--- config.mk ---
export PLATFORM = sky130hd
export DESIGN_NAME = xtal_osc_ctrl
export DESIGN_NICKNAME = d
export VERILOG_FILES = /design/src/rtl/xtal_osc_ctrl_pkg.sv /design/src/rtl/xtal_edge_sync.sv /design/src/rtl/xtal_osc_ctrl.sv
export SDC_FILE = /design/constraint.sdc
export NUM_CORES = 1
export LEC_CHECK = 0
export BUFFER_PORTS_ARGS = -buffer_cell sky130_fd_sc_hd__buf_2
export CORE_MARGIN = 3
export CORE_UTILIZATION = 60
export CTS_CLUSTER_SIZE = 16
export DETAILED_ROUTE_END_ITERATION = 16
export PLACE_DENSITY_LB_ADDON = 0.1
export SLEW_MARGIN = 0
export SYNTH_ARGS = -nofsm -noshare
export SYNTH_HDL_FRONTEND = slang
export SYNTH_SLANG_ARGS = --single-unit
--- constraint.sdc ---
create_clock -name clk -period 2.55 [get_ports clk]
set_input_delay 0.255 -clock clk [delete_from_list [all_inputs] [get_ports clk]]
set_output_delay 0.255 -clock clk [all_outputs]
set_load 0.1 [all_outputs]
--- src/rtl/xtal_osc_ctrl_pkg.sv ---
// Shared state encoding and default 50 MHz clk / 16 MHz crystal timing for the oscillator controller.
// Optional feature macro XTAL_OSC_CTRL_AUTORETRY_EN adds the RETRY cooldown state.
package xtal_osc_ctrl_pkg;

  localparam int EDGE_W             = 8;
  localparam int DEF_STARTUP_CYCLES = 65536;
  localparam int DEF_WIN_CYCLES     = 256;
  localparam int DEF_MIN_EDGES      = 76;
  localparam int DEF_MAX_EDGES      = 88;
  localparam int DEF_LOSS_CYCLES    = 8;
  localparam int DEF_RETRY_MAX      = 3;
  localparam int RETRY_COOL_CYCLES  = 16;

  typedef enum logic [2:0] {
    ST_OFF,
    ST_STARTUP,
    ST_MEASURE,
    ST_RUN,
    ST_STANDBY,
    ST_FAIL
`ifdef XTAL_OSC_CTRL_AUTORETRY_EN
    , ST_RETRY
`endif
  } state_e;

  function automatic logic [EDGE_W-1:0] sat_inc(input logic [EDGE_W-1:0] v, input logic inc);
    return (inc && (v != {EDGE_W{1'b1}})) ? v + 1'b1 : v;
  endfunction

endpackage

--- src/rtl/xtal_edge_sync.sv ---
// Two-flop synchronizer for the free-running crystal output plus a rising-edge pulse.
// Latency: a pin edge appears as a one-cycle pulse 2-3 clk cycles later; no backpressure.
module xtal_edge_sync
  import xtal_osc_ctrl_pkg::*;
(
  input  logic clk,
  input  logic rst_n,
  input  logic i_async,
  output logic o_rise
);

  logic r_s1;
  logic r_s2;
  logic r_s3;

  always_ff @(posedge clk or negedge rst_n) begin
    if (!rst_n) begin
      r_s1 <= 1'b0;
      r_s2 <= 1'b0;
      r_s3 <= 1'b0;
    end else begin
      r_s1 <= i_async;
      r_s2 <= r_s1;
      r_s3 <= r_s2;
    end
  end

  assign o_rise = r_s2 & ~r_s3;

endmodule

--- src/rtl/xtal_osc_ctrl.sv ---
// Crystal oscillator sequencer: startup wait, edge-count frequency qualification, clock-loss watch.
// Latency: outputs registered one cycle after the deciding event; no backpressure. Option: XTAL_OSC_CTRL_AUTORETRY_EN.
module xtal_osc_ctrl
  import xtal_osc_ctrl_pkg::*;
#(
  parameter int STARTUP_CYCLES = DEF_STARTUP_CYCLES,
  parameter int WIN_CYCLES     = DEF_WIN_CYCLES,
  parameter int MIN_EDGES      = DEF_MIN_EDGES,
  parameter int MAX_EDGES      = DEF_MAX_EDGES,
  parameter int LOSS_CYCLES    = DEF_LOSS_CYCLES
`ifdef XTAL_OSC_CTRL_AUTORETRY_EN
  , parameter int RETRY_MAX    = DEF_RETRY_MAX
`endif
) (
  input  logic              clk,
  input  logic              rst_n,
  input  logic              req_en,
  input  logic              req_stdby,
  input  logic              xtal_dout,
  output logic              osc_ena,
  output logic              osc_stdby,
  output logic              xtal_ready,
  output logic              xtal_fail,
  output logic [EDGE_W-1:0] edge_count
);

  localparam int CNT_MAX0 = (STARTUP_CYCLES > WIN_CYCLES) ? STARTUP_CYCLES : WIN_CYCLES;
  localparam int CNT_MAX  = (CNT_MAX0 > RETRY_COOL_CYCLES) ? CNT_MAX0 : RETRY_COOL_CYCLES;
  localparam int CNT_W    = $clog2(CNT_MAX + 1);
  localparam int LOSS_W   = $clog2(LOSS_CYCLES + 1);
  localparam logic [CNT_W-1:0]  STARTUP_LAST = CNT_W'(STARTUP_CYCLES - 1);
  localparam logic [CNT_W-1:0]  WIN_LAST     = CNT_W'(WIN_CYCLES - 1);
  localparam logic [LOSS_W-1:0] LOSS_LAST    = LOSS_W'(LOSS_CYCLES - 1);

  state_e              r_state;
  state_e              w_state_nxt;
  state_e              w_fail_dst;
  logic [CNT_W-1:0]    r_cnt;
  logic [CNT_W-1:0]    w_cnt_nxt;
  logic [EDGE_W-1:0]   r_edges;
  logic [EDGE_W-1:0]   w_edges_nxt;
  logic [EDGE_W-1:0]   w_edges_inc;
  logic [LOSS_W-1:0]   r_loss;
  logic [LOSS_W-1:0]   w_loss_nxt;
  logic                w_rise;
  logic                w_in_range;
  logic                w_loss_hit;
  logic                w_edge_load;
  logic                r_osc_ena;
  logic                r_osc_stdby;
  logic                r_ready;
  logic                r_fail;
  logic [EDGE_W-1:0]   r_edge_count;

  xtal_edge_sync u_sync (
    .clk     (clk),
    .rst_n   (rst_n),
    .i_async (xtal_dout),
    .o_rise  (w_rise)
  );

  // Count includes a pulse landing in the final window cycle.
  assign w_edges_inc = sat_inc(r_edges, w_rise);
  assign w_in_range  = (w_edges_inc >= EDGE_W'(MIN_EDGES)) && (w_edges_inc <= EDGE_W'(MAX_EDGES));
  assign w_loss_hit  = (r_state == ST_RUN) && !w_rise && (r_loss == LOSS_LAST);

`ifdef XTAL_OSC_CTRL_AUTORETRY_EN
  localparam int RETRY_W = $clog2(RETRY_MAX + 2);
  localparam logic [CNT_W-1:0] COOL_LAST = CNT_W'(RETRY_COOL_CYCLES - 1);
  logic [RETRY_W-1:0] r_retry;

  assign w_fail_dst = (r_retry < RETRY_W'(RETRY_MAX)) ? ST_RETRY : ST_FAIL;

  always_ff @(posedge clk or negedge rst_n) begin
    if (!rst_n) begin
      r_retry <= '0;
    end else if (!req_en || (w_state_nxt == ST_RUN)) begin
      r_retry <= '0;
    end else if ((r_state == ST_RETRY) && (w_state_nxt == ST_STARTUP)) begin
      r_retry <= r_retry + 1'b1;
    end
  end
`else
  assign w_fail_dst = ST_FAIL;
`endif

  always_comb begin
    w_state_nxt = r_state;
    w_cnt_nxt   = r_cnt;
    w_edges_nxt = r_edges;
    w_loss_nxt  = '0;
    w_edge_load = 1'b0;
    case (r_state)
      ST_OFF: begin
        w_cnt_nxt = '0;
        if (req_en) w_state_nxt = ST_STARTUP;
      end
      ST_STARTUP: begin
        w_cnt_nxt   = r_cnt + 1'b1;
        w_edges_nxt = '0;
        if (r_cnt == STARTUP_LAST) begin
          w_cnt_nxt   = '0;
          w_state_nxt = ST_MEASURE;
        end
      end
      ST_MEASURE: begin
        w_cnt_nxt   = r_cnt + 1'b1;
        w_edges_nxt = w_edges_inc;
        if (r_cnt == WIN_LAST) begin
          w_cnt_nxt   = '0;
          w_edges_nxt = '0;
          w_edge_load = 1'b1;
          w_state_nxt = w_in_range ? ST_RUN : w_fail_dst;
        end
      end
      ST_RUN: begin
        w_loss_nxt = w_rise ? '0 : r_loss + 1'b1;
        // A dying crystal is reported even if standby is requested in the same cycle.
        if (w_loss_hit)     w_state_nxt = w_fail_dst;
        else if (req_stdby) w_state_nxt = ST_STANDBY;
      end
      ST_STANDBY: begin
        w_cnt_nxt   = '0;
        w_edges_nxt = '0;
        if (!req_stdby) w_state_nxt = ST_MEASURE;
      end
      ST_FAIL: begin
        w_state_nxt = ST_FAIL;
      end
`ifdef XTAL_OSC_CTRL_AUTORETRY_EN
      ST_RETRY: begin
        w_cnt_nxt = r_cnt + 1'b1;
        if (r_cnt == COOL_LAST) begin
          w_cnt_nxt   = '0;
          w_state_nxt = ST_STARTUP;
        end
      end
`endif
      default: begin
        w_state_nxt = ST_OFF;
      end
    endcase
    if (!req_en) begin
      w_state_nxt = ST_OFF;
      w_cnt_nxt   = '0;
      w_edges_nxt = '0;
      w_loss_nxt  = '0;
      w_edge_load = 1'b0;
    end
  end

  always_ff @(posedge clk or negedge rst_n) begin
    if (!rst_n) begin
      r_state      <= ST_OFF;
      r_cnt        <= '0;
      r_edges      <= '0;
      r_loss       <= '0;
      r_osc_ena    <= 1'b0;
      r_osc_stdby  <= 1'b0;
      r_ready      <= 1'b0;
      r_fail       <= 1'b0;
      r_edge_count <= '0;
    end else begin
      r_state     <= w_state_nxt;
      r_cnt       <= w_cnt_nxt;
      r_edges     <= w_edges_nxt;
      r_loss      <= w_loss_nxt;
      r_osc_ena   <= (w_state_nxt inside {ST_STARTUP, ST_MEASURE, ST_RUN, ST_STANDBY});
      r_osc_stdby <= (w_state_nxt == ST_STANDBY);
      r_ready     <= (w_state_nxt == ST_RUN);
      r_fail      <= (w_state_nxt == ST_FAIL);
      if (w_edge_load) r_edge_count <= w_edges_inc;
    end
  end

  assign osc_ena    = r_osc_ena;
  assign osc_stdby  = r_osc_stdby;
  assign xtal_ready = r_ready;
  assign xtal_fail  = r_fail;
  assign edge_count = r_edge_count;

endmodule
-- Word-level counts from Yosys, hierarchy flattened
Cells that the tools add are included.
- word-level logic and storage cells: 66
- bits in registers: 47
- output and inout port bits: 12
- input port bits: 5
- mux-type cells: 22
- add/subtract/negate cells: 3
- bitwise gates (word level): 2
- equality and inequality tests: 16
- reductions and logical operators: 9
- order comparisons: 2
- operators with widths (kind ; count):
    $mux W17 ; 3
    $pmux W17 S3 ; 1
    $mux W8 ; 3
    $mux W3 ; 7
    $pmux W3 S6 ; 1
    $add A17 B1 Y17 const B ; 1
    $eq A17 B16 Y1 const B ; 1
    $eq A17 B8 Y1 const B ; 1
    $pmux W8 S2 ; 1
    $eq A3 B2 Y1 const B ; 4
    $eq A3 B3 Y1 const B ; 4
    $mux W4 ; 3
    $add A8 B1 Y8 const B ; 1
    $ge A8 B7 Y1 const B ; 1
    $le A8 B7 Y1 const B ; 1
    $ne A8 B8 Y1 const B ; 1
    $eq A3 B1 Y1 const B ; 2
    $add A4 B1 Y4 const B ; 1
    $eq A4 B3 Y1 const B ; 1
    $logic_and A1 B1 Y1 ; 4
    $ne A4 B2 Y1 const B ; 1
    $reduce_bool A4 Y1 ; 1
    $reduce_or A2 Y1 ; 2
    $logic_not A3 Y1 ; 1
    5 further kinds ; 7

-- Longest topological paths before layout
- word-level depth: 12
- depth in mapped cells: 13
- gate-level depth less buffers: 11

-- By module
From an unflattened synthesis, not the netlist that was laid out.
- cell total of the unflattened synthesis: 298
- area total of the unflattened synthesis: 2701.3 µm²
- by module, submodules not included (module ; times used ; cells each ; area an instance (µm²)):
    xtal_osc_ctrl ; 1 ; 294 ; 2612.5
    xtal_edge_sync ; 1 ; 4 ; 88.8

-- Worst setup path before layout
No wires, ideal clock.
- path kind: reg-to-reg
- start point: register r_cnt[4]
- end point: register r_state[0]
- slack: 0.253 ns
- arrival time: 2.176 ns
- clock period less this slack: 2.297 ns
- cell stages (with the launch flop): 13
- library setup time: 0.121 ns
- path through: dfrtp_1 -> and4_1 -> buf_4 -> nand4_4 -> nor3_1 -> nand3_1 -> inv_1 -> ha_1 -> nand2b_1 -> and3_1 -> a211o_1 -> a31oi_1 -> nor2b_1
- cells in the longest elaborated chain, start to end: 4
- ends and longest elaborated chain (item ; line ; RTL):
    start, declared ; xtal_osc_ctrl.sv:38 ; logic [CNT_W-1:0] r_cnt;
    start signal, assigned ; xtal_osc_ctrl.sv:165 ; r_cnt <= w_cnt_nxt;
    $eq A17 B8 Y1 or $eq A17 B16 Y1 (tied branches) ; xtal_osc_ctrl.sv:109, xtal_osc_ctrl.sv:101 ;
    $mux W3 (on tied branches) ; xtal_osc_ctrl.sv:109, xtal_osc_ctrl.sv:101 ;
    $pmux W3 S6 (*) ; xtal_osc_ctrl.sv:93 ; case (r_state)
    $mux W3 (*) ; xtal_osc_ctrl.sv:143 ; if (!req_en) begin
    named net w_state_nxt[0] ; xtal_osc_ctrl.sv:36 ; state_e w_state_nxt;
    end signal, assigned ; xtal_osc_ctrl.sv:164 ; r_state <= w_state_nxt;
    end, declared ; xtal_osc_ctrl.sv:35 ; state_e r_state;
The timed path passes the listed nets; every way through them passes the cells marked *.
A chain may end at the register's enable or synchronous reset.

-- Final worst setup path
- start point: register r_cnt[4]
- end point: register r_ready, in the netlist xtal_ready
- cells in the longest elaborated chain, start to end: 5
- ends and longest elaborated chain (item ; line ; RTL):
    $eq A17 B8 Y1 or $eq A17 B16 Y1 (tied branches) ; xtal_osc_ctrl.sv:109, xtal_osc_ctrl.sv:101 ;
    $mux W3 (on tied branches) ; xtal_osc_ctrl.sv:109, xtal_osc_ctrl.sv:101 ;
    $pmux W3 S6 (*) ; xtal_osc_ctrl.sv:93 ;
    $mux W3 (*) ; xtal_osc_ctrl.sv:143 ;
    $eq A3 B2 Y1 (*) ; xtal_osc_ctrl.sv:170 ; r_ready <= (w_state_nxt == ST_RUN);
    end signal, assigned ; xtal_osc_ctrl.sv:170 ;
    end, declared ; xtal_osc_ctrl.sv:51 ; logic r_ready;
Mark *: on every way between the ends. The rest lies on a longest branch, timed or not.

==> impl_results.md <==
* Status: finished, final reports clean
* Synth Flop Type: dfrtp_1
* IO buf count at 16
* TritonCTS clock tree: done
* Final setup fails at 0
* Share of cells above drive strength 1 at between 10% and 20%
* # rows at 24
* Mean post-synth cell area at between 9 and 10 µm²
* Vias in the first global route at roughly 2,000
* Inserted Clock Buffers at 5
* Overall die height at ~75 µm
* HP Class: in -> reg
* Initial antenna violation count at 0
* Total gr overflow at 0
* Period utilization at 92.29%
* Total vias in the final route at between 2,000 and 2,500
* Worst IR Drop VDD at about 0.00032 V
* Leak at 1.279 nW
* Most frequent cells in the layout: dfrtp_1, nand2_1, nor2_1
* Post-synth net total at 311
* Cell with the largest stage delay on the worst path: dfrtp_1
* Max FO, Critical Path at 5
* Initial core utilization at between 60% and 70%
* RD Place Congestion at 0.8897
* Cells along the critical path: and4_1 > nand4_4 > nor3_2 > nand3_1 > inv_1 > ha_2 > nand2b_1 > and3_1 > a211o_1 > o211ai_1 > o21ai_0
* DP Worst Slack at approximately 200 ps
* Clock root buffer: clkbuf_8
* DIE AREA at 5584 µm²
* Commonest non-fill, non-tap cell in the layout: dfrtp_1
* Seq cells post-synth at 47
* Fmax at 424.9 MHz
* Worst-path clk slew at 90 ps
* # IOs at 17
* Core Area at 4444 µm²
* Setup TNS at 0 ps
* Vias per std cell at 6.095
* Critical path class: reg -> reg
* DRT Wirelength at 5823 µm
* CP required at between 2000 and 3000 ps
* CP startpoint kind: flop
* Final Slew Violations at 0
* Diodes inserted at 0
* Mapped Cells at between 300 and 400
* Clock Path Buffers at 2
* Distinct cells, synth at just under 70
* Largest net degree at the start of global routing at 36
* Area Overhead vs Synth at 8.168%
* Gr usage total at about 22%
* Worst path max stage delay at 420 ps
* CTS H-tree depth at 2
* Power per cell area at 485.7 nW/µm²
* Final hold violation count at 0
* RSZ-0062 raised after global routing: false
* Post-CTS setup buffer count at 0
* DRT Pass-1 Iters at 4
* EDFF count, synth at 0
* Final ANT Viol Nets at 0
* Clock sink count at 47
* Critical Path AT at roughly 2500 ps
* First-pass GRT wire length at 9660 µm
* Placed cell count at 359
* Critical Path Sink Type: flop
* DRC Markers at 0
* Final Instance Count excl. Fillers at about 370
* Die extent in x at 74.73 µm
* Seq/Total Area, Yosys at roughly 42%
* Slew margin rel. at 59.43%
* Max-Cap Viols at 0
* Post-synth ARST share at 100.0%
* Tightest Pin Transition at 600.6 ps
* Iter 0 DRT Violations at 220
* Fin nets at approximately 330
* Hpwl dp at between 4000 and 5000 µm
* Worst skew pair latency at about 300 ps
* Wire per inst at around 16 µm
* Final period demand of the worst path at 2353 ps
* Clk_skew at about 10 ps
* Final Worst Setup Slack at ~200 ps
* Ys Warns at 0
* Post-Syn Area at between 2000 and 3000 µm²
-- Yosys cell counts (5+ instances only) --
| cell | count | area [µm²] |
|---|---|---|
| dfrtp_1 | 47 | 1176 |
| nand2_1 | 29 | 108.9 |
| nor2_1 | 29 | 108.9 |
| o21ai_0 | 18 | 90.09 |
| a21oi_1 | 14 | 70.07 |
| inv_1 | 14 | 52.55 |
| xnor2_1 | 13 | 113.9 |
| nand3_1 | 11 | 55.05 |
| buf_2 | 9 | 45.04 |
| nor3_1 | 8 | 40.04 |
| a31oi_1 | 5 | 31.28 |
| ha_1 | 5 | 62.56 |
| nand2b_1 | 5 | 31.28 |
-- final timing paths --
check / cells after the start / from / slack [ps] / end
hold reg to reg: 0 / u_sync.r_s1 / 360 / u_sync.r_s2
hold / removal: 1 / xtal_dout / 60 / u_sync.r_s1
setup reg to reg: 11 / r_cnt[4] / 200 / xtal_ready
setup / recovery: 11 / r_cnt[4] / 200 / xtal_ready
min in group asynchronous: 2 / rst_n / 370 / edge_count[4]
max in group asynchronous: 3 / rst_n / 1430 / r_loss[3]
-- through the flow --
stage / hold WS, ps / total power [mW] / instance area [µm²] / util [%]
floorplan: -40.59 / 0.8310 / 2834 / -
global placement: 152.4 / 0.8638 / 2915 / 65.60
detailed placement: 158.2 / 0.8639 / 2915 / 65.60
CTS: 56.20 / 1.498 / 3058 / 68.81
global route: 48.38 / 1.546 / 3065 / 68.98
finish: 62.86 / 1.489 / 3065 / 68.98
-- area by class of cell --
class / instances / area, µm²
sequential: 47 / 1176
inverter: 14 / 52.55
clock inverter: 2 / 60.06
clock buffer: 6 / 72.57
fill: 338 / 1379
timing repair buffer: 23 / 135.1
multi-input combinational: 224 / 1504
tap: 52 / 65.06
-- flip-flops by register name, summed over array words and instances, names as in the netlist --
register and cells:
edge_count 8, osc_stdby 1, xtal_ready 1, r_state 3
u_sync.r_s2 1, r_cnt 17, r_edges 8, osc_ena 1
u_sync.r_s3 1, xtal_fail 1, r_loss 4, u_sync.r_s1 1
-- routing by layer --
layer,wire [µm],part of all wire [%],global-route usage (%),vias to the layer above
li1,-,-,-,1112
met3,299,5.1,4.806,2
met2,2448,42,31.90,70
met5,0,0,0,-
met1,3062,53,35.14,1059
met4,13,0.22,4.545,0
-- what timing repair did --
item | CTS | global route
hold buffers | 1 | 0
resized for setup | 0 | 2
endpoints found under the setup margin | 0 | 14
endpoints found under the hold margin | 12 | 0
-- cells by family after synthesis --
kind of cell,share of synthesized area (%)
XOR/XNOR,5.254
adder cells (fa/ha/maj),2.605
buffers and inverters,5.695
AO/OA/AOI/OAI,20.18
multiplexers,1.501
flip-flops,41.50
AND/OR/NAND/NOR,23.27
-- where the power goes --
part	switching [mW]	leakage (nW)	internal [mW]
Clock	0.246	0.0654	0.392
Combinational	0.0648	0.570	0.0257
Sequential	0.00856	0.644	0.752
-- critical path: cells and delay by family, from the launching register on --
| kind | cells | cell delay, ps |
|---|---|---|
| AO/OA/AOI/OAI | 3 | 490 |
| adder cells (fa/ha/maj) | 1 | 210 |
| buffers and inverters | 1 | 80 |
| flip-flops | 1 | 420 |
| AND/OR/NAND/NOR | 6 | 1000 |
(Power assumes the default switching activity.)
